### src/rtl/blaze_debug_iface.sv
// Command/response bridge between the MicroBlaze GPIO frames and the MIPS pipeline:
// decodes toggle-handshaked command frames and drives pipeline control, imem load and debug readback.
module blaze_debug_iface #(
    parameter int NB_FRAME   = 32,
    parameter int NB_INSTR   = 32,
    parameter int N_ADDR     = 512,
    parameter int NB_ADDR    = 9,
    parameter int NB_DBG_SEL = 8,
    parameter int NB_CYCLE   = 32,
    parameter int RST_CYCLES = 4
) (
    input  logic                  i_clock,
    input  logic                  i_reset,
    input  logic [NB_FRAME-1:0]   i_frame_from_blaze,
    output logic [NB_FRAME-1:0]   o_frame_to_blaze,
    output logic                  o_pipe_valid,
    output logic                  o_pipe_reset,
    output logic                  o_imem_we,
    output logic [NB_ADDR-1:0]    o_imem_addr,
    output logic [NB_INSTR-1:0]   o_imem_data,
    output logic [NB_DBG_SEL-1:0] o_dbg_sel,
    input  logic [31:0]           i_dbg_data,
    input  logic                  i_halt
);

    // state    | meaning
    // IDLE     | waiting for the synced request toggle to differ from the previous one
    // CAPTURE  | latch command and payload, remember the toggle
    // EXEC     | perform the command action, stage error/data
    // RST_HOLD | hold the pipeline reset for RST_CYCLES cycles (PIPE_RST only)
    // ACK      | flip the ack toggle, publish error/data
    typedef enum logic [2:0] {ST_IDLE, ST_CAPTURE, ST_EXEC, ST_RST_HOLD, ST_ACK} state_t;

    localparam logic [3:0] CMD_NOP      = 4'h0;
    localparam logic [3:0] CMD_SET_ADDR = 4'h1;
    localparam logic [3:0] CMD_WR_LO    = 4'h2;
    localparam logic [3:0] CMD_WR_HI    = 4'h3;
    localparam logic [3:0] CMD_RUN      = 4'h4;
    localparam logic [3:0] CMD_STEP     = 4'h5;
    localparam logic [3:0] CMD_STOP     = 4'h6;
    localparam logic [3:0] CMD_SEL      = 4'h7;
    localparam logic [3:0] CMD_RD_LO    = 4'h8;
    localparam logic [3:0] CMD_RD_HI    = 4'h9;
    localparam logic [3:0] CMD_CYC_LO   = 4'hA;
    localparam logic [3:0] CMD_CYC_HI   = 4'hB;
    localparam logic [3:0] CMD_PIPE_RST = 4'hC;

    localparam int NB_RST = $clog2(RST_CYCLES) + 1;

    state_t                state, state_next;
    logic                  tog_sync1, tog_sync2, tog_prev, ack_tog;
    logic                  running, halted, err, pend_err, cmd_err;
    logic                  step_q, we_q, rst_q;
    logic [NB_RST-1:0]     rst_cnt;
    logic [3:0]            cmd_q;
    logic [15:0]           payload_q, data, pend_data, instr_buf;
    logic [NB_CYCLE-1:0]   cyc_cnt;
    logic [NB_ADDR-1:0]    imem_addr;
    logic [NB_INSTR-1:0]   imem_data;
    logic [NB_DBG_SEL-1:0] dbg_sel;
    logic                  req_det;
    logic                  frame_unused;

    assign frame_unused = ^i_frame_from_blaze[26:16];
    assign req_det      = tog_sync2 != tog_prev;

    always_ff @(posedge i_clock or negedge i_reset) begin
        if (!i_reset) state <= ST_IDLE;
        else          state <= state_next;
    end

    always_comb begin
        state_next = state;
        case (state)
            ST_IDLE:     if (req_det) state_next = ST_CAPTURE;
            ST_CAPTURE:  state_next = ST_EXEC;
            ST_EXEC:     state_next = (cmd_q == CMD_PIPE_RST) ? ST_RST_HOLD : ST_ACK;
            ST_RST_HOLD: if (rst_cnt == '0) state_next = ST_ACK;
            ST_ACK:      state_next = ST_IDLE;
            default:     state_next = ST_IDLE;
        endcase
    end

    // Rejected commands still ack, but must leave every side effect untouched.
    always_comb begin
        cmd_err = 1'b0;
        case (cmd_q)
            CMD_WR_HI:                                 cmd_err = running;
            CMD_RUN, CMD_STEP:                         cmd_err = running | halted;
            CMD_NOP, CMD_SET_ADDR, CMD_WR_LO, CMD_STOP,
            CMD_SEL, CMD_RD_LO, CMD_RD_HI, CMD_CYC_LO,
            CMD_CYC_HI, CMD_PIPE_RST:                  cmd_err = 1'b0;
            default:                                   cmd_err = 1'b1;
        endcase
    end

    always_ff @(posedge i_clock or negedge i_reset) begin
        if (!i_reset) begin
            tog_sync1 <= 1'b0;
            tog_sync2 <= 1'b0;
            tog_prev  <= 1'b0;
            ack_tog   <= 1'b0;
            running   <= 1'b0;
            halted    <= 1'b0;
            err       <= 1'b0;
            pend_err  <= 1'b0;
            step_q    <= 1'b0;
            we_q      <= 1'b0;
            rst_q     <= 1'b0;
            rst_cnt   <= '0;
            cmd_q     <= '0;
            payload_q <= '0;
            data      <= '0;
            pend_data <= '0;
            instr_buf <= '0;
            cyc_cnt   <= '0;
            imem_addr <= '0;
            imem_data <= '0;
            dbg_sel   <= '0;
        end else begin
            tog_sync1 <= i_frame_from_blaze[27];
            tog_sync2 <= tog_sync1;
            step_q    <= 1'b0;
            we_q      <= 1'b0;
            if (we_q) begin
                if (imem_addr == NB_ADDR'(N_ADDR - 1)) imem_addr <= '0;
                else                                   imem_addr <= imem_addr + NB_ADDR'(1);
            end
            if (o_pipe_valid && (cyc_cnt != '1)) cyc_cnt <= cyc_cnt + NB_CYCLE'(1);
            if (running && i_halt) begin
                running <= 1'b0;
                halted  <= 1'b1;
            end
            case (state)
                ST_CAPTURE: begin
                    cmd_q     <= i_frame_from_blaze[31:28];
                    payload_q <= i_frame_from_blaze[15:0];
                    tog_prev  <= tog_sync2;
                end
                ST_EXEC: begin
                    pend_err  <= cmd_err;
                    pend_data <= data;
                    if (!cmd_err) begin
                        case (cmd_q)
                            CMD_SET_ADDR: imem_addr <= payload_q[NB_ADDR-1:0];
                            CMD_WR_LO:    instr_buf <= payload_q;
                            CMD_WR_HI: begin
                                imem_data <= {payload_q, instr_buf};
                                we_q      <= 1'b1;
                            end
                            CMD_RUN:      running   <= 1'b1;
                            CMD_STEP:     step_q    <= 1'b1;
                            CMD_STOP:     running   <= 1'b0;
                            CMD_SEL:      dbg_sel   <= payload_q[NB_DBG_SEL-1:0];
                            CMD_RD_LO:    pend_data <= i_dbg_data[15:0];
                            CMD_RD_HI:    pend_data <= i_dbg_data[31:16];
                            CMD_CYC_LO:   pend_data <= cyc_cnt[15:0];
                            CMD_CYC_HI:   pend_data <= cyc_cnt[31:16];
                            CMD_PIPE_RST: begin
                                rst_q   <= 1'b1;
                                rst_cnt <= NB_RST'(RST_CYCLES - 1);
                                running <= 1'b0;
                                halted  <= 1'b0;
                                cyc_cnt <= '0;
                            end
                            default: ;
                        endcase
                    end
                end
                ST_RST_HOLD: begin
                    if (rst_cnt == '0) rst_q   <= 1'b0;
                    else               rst_cnt <= rst_cnt - NB_RST'(1);
                end
                ST_ACK: begin
                    ack_tog <= ~ack_tog;
                    err     <= pend_err;
                    data    <= pend_data;
                end
                default: ;
            endcase
        end
    end

    assign o_frame_to_blaze = {ack_tog, running, halted, err, {(NB_FRAME-20){1'b0}}, data};
    assign o_pipe_valid     = running | step_q;
    assign o_pipe_reset     = rst_q;
    assign o_imem_we        = we_q;
    assign o_imem_addr      = imem_addr;
    assign o_imem_data      = imem_data;
    assign o_dbg_sel        = dbg_sel;

endmodule
### config.mk
export PLATFORM = sky130hd
export DESIGN_NAME = blaze_debug_iface
export DESIGN_NICKNAME = d
export VERILOG_FILES = /design/src/rtl/blaze_debug_iface.sv
export SDC_FILE = /design/constraint.sdc
export NUM_CORES = 1
export LEC_CHECK = 0
export ABC_AREA = 1
export ABC_CLOCK_PERIOD_IN_PS = 3900
export CAP_MARGIN = 10
export CORE_MARGIN = 4
export CORE_UTILIZATION = 57
export CTS_CLUSTER_DIAMETER = 200
export CTS_CLUSTER_SIZE = 20
export DETAILED_ROUTE_END_ITERATION = 12
export GPL_ROUTABILITY_DRIVEN = 0
export PLACE_DENSITY = 0.86
export SETUP_SLACK_MARGIN = 0.5
export SYNTH_ARGS = -nofsm -noshare
export SYNTH_HDL_FRONTEND = slang
export SYNTH_SLANG_ARGS = --single-unit
### constraint.sdc
create_clock -name i_clock -period 3.9 [get_ports i_clock]
set_input_delay 0.39 -clock i_clock [delete_from_list [all_inputs] [get_ports i_clock]]
set_output_delay 0.39 -clock i_clock [all_outputs]
set_load 0.005 [all_outputs]
; Word level (Yosys, flattened, before mapping)
; Index checks and enable logic that the tools add are counted.
[op_classes]
addsub = 3
mul = 0
div_mod_pow = 0
n_lt_le_gt_ge = 0
eq_ne = 24
shifts = 0
mux = 38
n_bitwise = 4
reduce_logical = 15
[ops]
columns = cell, n
row1 = $mux 32, 4
row2 = $pmux 16 s4, 1
row3 = $mux 9, 5
row4 = $add 32x1->32 const B, 1
row5 = $ne 32x32->1 const B, 1
row6 = $eq 4x4->1 const B, 5
row7 = $mux 3, 6
row8 = $eq 4x3->1 const B, 4
row9 = $mux 1, 16
row10 = $mux 16, 1
row11 = $pmux 3 s4, 1
row12 = $ne 2x2->1 const B, 5
row13 = $reduce_or 10->1, 1
row14 = $add 9x1->9 const B, 1
row15 = $eq 9x9->1 const B, 1
row16 = $reduce_and 3->1, 3
row17 = $eq 4x2->1 const B, 2
row18 = $reduce_and 4->1, 2
row19 = $eq 3x2->1 const B, 2
row20 = $logic_not 3->1, 2
row21 = $pmux 3 s2, 1
row22 = $eq 4x1->1 const B, 1
row23 = $logic_not 4->1, 1
row24 = $pmux 1 s2, 2
row25 = 11 further kinds, 15
[totals]
regBits = 166
latchBits = 0
ramBits = 0
romBits = 0
input_bits = 67
elab_cells = 106
n_memories = 0

; Longest topological paths before layout
[logic_depth]
depth_word = 6
mapped_depth = 12
ltp_nobuf = 12

; Worst setup path after synthesis
; OpenSTA, ideal clock, no wires.
[synth_path]
path_type = register to register
from = register cyc_cnt[0]
to = register cyc_cnt[20]
setup_time_ns = 0.117
arrival_time_ns = 1.597
t_required_ns = 3.783
path_slack_ns = 2.186
path_stages_with_launch = 12
cell_sequence = dfrtp_1 -> ha_1 -> inv_1 -> nor2_4 -> nand2_2 -> nor2_4 -> nand2_4 -> nand2_8 -> inv_4 -> buf_6 -> a21oi_2 -> nor2_1
[synth_between]
elab_chain_cells = 6
[synth_rtl]
columns = element, line_no
row1 = start: declaration, 57  ; logic [NB_CYCLE-1:0] cyc_cnt;
row2 = start signal: assignment, 129  ; if (o_pipe_valid && (cyc_cnt != '1)) cyc_cnt <= cyc_cnt + NB_CYCLE'(1);
row3 = branches (longest 2 deep; another with $add 32x1->32), --
row4 = $mux 32 *, 129
row5 = $mux 32, 144  ; case (cmd_q)
row6 = $mux 32, 143  ; if (!cmd_err) begin
row7 = $mux 32 *, 134  ; case (state)
; Mark *: on every way between the ends.
; A chain may end at the register's enable or synchronous reset.

; Final worst setup path
[layout_path]
from = register cmd_q[3]
to = register pend_data[6]
[layout_between]
elab_chain_cells = 4
[layout_rtl]
columns = element, line_no
row1 = start: declaration, 55  ; logic [3:0] cmd_q;
row2 = start signal: assignment, 136  ; cmd_q <= i_frame_from_blaze[31:28];
row3 = "$eq 4x4->1, or another cell as far along", 87  ; case (cmd_q)
row4 = $reduce_or 10->1 or $reduce_or 2->1 (tied branches), 87
row5 = $pmux 1 s3, 87
row6 = $mux 16 *, 143
row7 = end signal: assignment, 142  ; pend_data <= data;
row8 = end signal: assignment, 155  ; CMD_RD_LO: pend_data <= i_dbg_data[15:0];
row9 = end signal: assignment, 156  ; CMD_RD_HI: pend_data <= i_dbg_data[31:16];
row10 = end: declaration, 56  ; logic [15:0] payload_q, data, pend_data, instr_buf;
; Mark *: on every way between the ends. The rest lies on a longest branch, timed or not.

==> flow_metrics.py <==
metrics = {
    "outcome": {
        "status": "completed",
    },
    "logic_synthesis": {
        "synth_edf_count": 0,
        "yosys-mux-area-fraction_pct": 0.397,
        "syn_inst": 1044,
        "netlist_top_cells_area": "dfrtp_1 51%, nand2_1 13%, nor2_1 5.9%",
        "synth_top_cell_area_share_pct": 50.7,
        "synth-compound-area-share_pct": 10.7,
        "synth_async_sr_flop_share_pct": 100,
        "synth_top_family_by_area": "simple AND/OR/NAND/NOR gates",
        "postSynthAreaPerCell_um2": 7.85,
        "yosysTopAreaCell": "dfrtp_1",
        "yosys_warnings": 0,
        "ys_seq_area_share_pct": 50.7,
        "synth-xor-area-share_pct": 1.60,
        "synthFlopType": "dfrtp_1",
        "ys_ff_latch": 166,
        "ys_types": 40,
        "yosys.area_share.simple_pct": 27.7,
        "syn_area_mm2": 0.00820,
        "synth_adder_area_share_pct": 0.763,
    },
    "layout": {
        "nets": 1229,
        "stdcell_count": 1349,
        "utilization_pct": 72.2,
        "n_antenna_cell": 0,
        "area_growth_syn_to_layout_pct": 23.2,
        "drive_gt1_share_pct": 5.90,
        "postLayoutCellArea_mm2": 0.0101,
    },
    "clock_network": {
        "cts_tree": "done",
        "root_buffer": "clkbuf_16",
        "cts_max_path_buffers": 2,
        "clk_latency_ps": 430,
        "path_clk_slew_ps": 70,
        "cts_buffers": 17,
        "htreeDepth": 4,
        "clock_sinks": 166,
        "cts_resized": 0,
        "cts_setup_buffers": 0,
        "cts_hold_buf": 0,
    },
    "power": {
        "power_leakage_nw": 4.68,
        "irDropWorstVdd_mv": 0.411,
        "p_total_mw": 6.70,
        "powerDensity_mw_per_mm2": 663,
    },
    "route": {
        "routed_via_density": 5.57,
        "initialDrtViolationCount": 852,
        "wl_per_cell_um": 15.9,
        "dr.pass1.iters": 6,
        "antenna_left": 0,
        "drt_wl_total_um": 21400,
        "drc": 0,
        "routed-via-count": 7510,
    },
    "sta": {
        "finalMaxSlewViolations": 0,
        "rsz0062_at_grt": "false",
        "worst_pin_slew_ps": 1110,
        "max_freq_ghz": 0.405,
        "hold_viol": 0,
        "max_slew_margin_pct": 25.9,
        "whs_ps": 72.7,
        "fin_skew_ps": 9.12,
        "period_needed_ps": 2470,
        "post-route-period-util_pct": 63.4,
        "fin_ws_ps": 1430,
        "fin_setup_tns_ps": 0,
        "setup_violations": 0,
    },
    "floorplanning": {
        "core_area_mm2": 0.0140,
        "dieArea_mm2": 0.0164,
        "row_count": 43,
        "die_y_um": 128,
        "dieWidth_um": 128,
        "initial_core_util_pct": 58.6,
        "pin_count": 151,
    },
    "global_routing": {
        "grt_usage_pct": 26.9,
        "grt_overflow": 0,
        "grt_pass1_vias": 6979,
        "grt_start_max_net_pins": 108,
        "grt_antenna_before_repair": 0,
        "grt_pass1_wl_um": 34900,
    },
    "critical_path": {
        "cp-end-kind": "flip-flop",
        "worstPathRequired_ps": 4250,
        "arrival_ps": 2820,
        "cp-start-kind": "flip-flop",
        "crit_fanout": 40,
        "criticalPathCategory": "flip-flop to flip-flop",
    },
    "placement": {
        "dpl-instance-area_mm2": 0.00949,
        "io_buffers": 127,
        "dp_hpwl_um": 14700,
        "place_inst": 1318,
        "pre_cts_slack_ps": 1500,
    },
    "job": {
        "max_cap_viol_count": 0,
    },
    "min_path": {
        "holdCritPathClass": "input pin to asynchronous set/reset pin",
    },
}
==> synthesized netlist by cell type (all sizes together) (3+ instances only) <==
cell type and count:
buf 28, xor2 11, nor2 139, dfrtp 166
o21ai 88, clkbuf 25, nor3 18, nand4 9
xnor2 4, nand2 292, a21oi 66, nand3b 3
nand3 79, ha 5, o22ai 4, inv 92
o31ai 3
==> worst max-delay path, cell delays in order (launching register included) <==
cell     delay [ps]
dfrtp_1         410
inv_2           100
nor2_4          670
nand2_1         460
o21ai_0         480
nor3_1           90
o21ai_0         160
==> final cells by class <==
type / count / area (um2)
Clock buffer: 22 / 494
Clock inverter: 9 / 118
Fill cell: 1049 / 3890
Inverter: 93 / 352
Multi-Input combinational cell: 743 / 3420
Sequential cell: 166 / 4150
Tap cell: 180 / 225
Timing Repair Buffer: 136 / 1340
==> state kept, by name (all words and copies together), names as in the netlist, 4 cells and up <==
name	count
o_imem_addr	9
o_dbg_sel	8
o_imem_data	32
cmd_q	4
data	16
cyc_cnt	32
pend_data	16
payload_q	16
instr_buf	16
==> cells in the final DEF, fill, tap and decap left out, types with 2 or more instances in the layout <==
master	n
nor2_4	4
nand3b_1	3
xnor2_1	4
a21oi_1	65
conb_1	12
dfrtp_1	166
o21ai_1	3
xor2_1	11
nand2_1	287
o21ai_2	4
nor3_1	18
clkbuf_16	17
buf_4	9
nor2_2	6
nand2_2	3
o21ai_0	81
nand3_1	79
clkdlybuf4s50_1	126
clkbuf_8	5
ha_1	5
clkinv_4	3
o31ai_1	3
nand4_1	9
o22ai_1	4
mux2_2	2
clkinvlp_4	3
inv_1	86
bufinv_16	2
nor2_1	129
inv_2	5
==> worst paths after layout <==
check | startpoint | end | slack [ps] | cells past startpoint
setup / recovery | cmd_q[3] | pend_data[6] | 1430 | 6
hold / removal | i_reset | o_imem_data[20] | 70 | 1
setup reg to reg | cmd_q[3] | pend_data[6] | 1430 | 6
hold reg to reg | tog_sync1 | tog_sync2 | 350 | 0
max in group asynchronous | i_reset | cyc_cnt[28] | 2910 | 2
min in group i_clock | tog_sync1 | tog_sync2 | 350 | 0
==> power breakdown <==
group | switching [mW] | internal, mW
combinational | 1.27 | 1.05
clock | 0.685 | 1.03
sequential | 0.369 | 2.30
total | 2.32 | 4.38
==> kinds of logic after synthesis <==
logic type               count (synthesis)
AO/OA/AOI/OAI                          166
XOR/XNOR                                15
adder cells (fa/ha/maj)                  5
buffers and inverters                  146
flip-flops                             166
multiplexers                             3
other                                    1
AND/OR/NAND/NOR                        542
==> metal layers <==
layer	GRT usage [%]	wire [um]	up-vias	part of all wire (%)
met5	0	0	-	0
met4	9.11	607	0	2.8
met2	42.4	10200	364	48
met3	7.08	1910	69	8.9
li1	-	-	3547	-
met1	36.7	8690	3530	41
(Power assumes the default switching activity.)
==> RTL edit (same flow settings) <==
Register the output `o_frame_to_blaze`; this adds one clock of latency there. The other outputs are not delayed to match.
--- a/src/rtl/blaze_debug_iface.sv
+++ b/src/rtl/blaze_debug_iface.sv
@@ -183,3 +183,5 @@
 
-    assign o_frame_to_blaze = {ack_tog, running, halted, err, {(NB_FRAME-20){1'b0}}, data};
+    always_ff @(posedge i_clock) begin
+        o_frame_to_blaze <= {ack_tog, running, halted, err, {(NB_FRAME-20){1'b0}}, data};
+    end
     assign o_pipe_valid     = running | step_q;
Check against the original RTL: not equivalent (Yosys sat finds a counterexample within 10 cycles, from zero or initial values and one cycle with i_reset low).
==> RTL edit against the unedited design <==
Combinational power decreased by 12%. Critical endpoint is now o_dbg_sel[6]. Setup slack improved by 0.00051 ns. Synthesized cell count increased by 1.7%. Maximum frequency about the same. Critical path type unchanged. Final area increased by 4.6%. Area after synthesis increased by 5.8%. Wire length increased by 6.0%. Hold slack about the same. Sequential cell count increased by 20. Power decreased by 1.8%. Non-clock buffer count decreased by 2.
==> RTL edit: results (changes against the unedited design) <==
Finish
  • Finished Layout Cells: 1,373 (+1.8%)
  • # clk buffers: 21 (-4.5%)
  • Fillers: 1,058 (+0.86%)
  • Register area: 0.00455 sq mm (+9.6%)
  • Non-clk invs: 105 (+13%)
  • Multi-input gates: 732 (-1.5%)
  • Fraction of area in multi-input gates: 0.327 (-0.0114)
  • Clk cell area share: 0.0541 (-0.00646)

Placed design
  • Placement Setup Slack: 1.46 ns (-0.0351 ns)
  • Placed Instance Area: 0.00997 sq mm (+5.0%)

Critical path
  • Flop-to-flop setup slack: 1.43 ns (about the same)
  • RR Endpoint: o_dbg_sel[6]
  • Crit path max fanout: 28 (-30%)
  • Crit path from: state[2]

Route
  • Starting DRT DRC Count: 950 (+12%)
  • Via count: 7,674 (+2.2%)
  • Met2 Wirelength: 10,900 um (+7.0%)
  • DRT Pass-1 Iters: 7 (+1)

Power
  • Leak: 0.00476 uW (+1.6%)

Outcome
  • Status: finished clean

Synthesis
  • Sequential share of the synthesized area: 0.525 (+0.0186)

STA
  • Final hold slack: 0.0725 ns (-0.000183 ns)
  • Slew headroom: 0.380 (+0.121)
  • Min cycle time layout: 2.47 ns (-0.000510 ns)

Global route
  • Overall global routing resource usage: 0.261 (-0.00869)
RTL edit: cell types whose count changed in the layout (fill, tap and decap cells not counted), moves of 9 or more:
| cell | unedited run | this run |
|---|---|---|
| inv_1 | 86 | 98 |
| a21oi_1 | 65 | 47 |
| o21ai_0 | 81 | 99 |
| nor2_1 | 129 | 104 |
| a21oi_2 | 1 | 10 |
| nand4_1 | 9 | 20 |
| dfxtp_1 | 0 | 20 |
| nor3_1 | 18 | 7 |
RTL edit: logic make-up (layout without fill, tap and decap cells):
group           after synthesis  count (layout)  synth area share
mux                           3               3           0.00375
buf+inv                     155             271            0.0808
xor+xnor                     14              14            0.0141
flops                       186             186             0.525
compound gates              177             177             0.111
fa+ha+maj                     5               5           0.00722
simple gates                521             521             0.257
other cells                   1              12          0.000432
RTL edit: per-layer routing:
metal,GRT usage,vias up
met2,0.431,380
met4,0.0951,0
met1,0.351,3605
met5,0,-
met3,0.0436,60
li1,-,3629
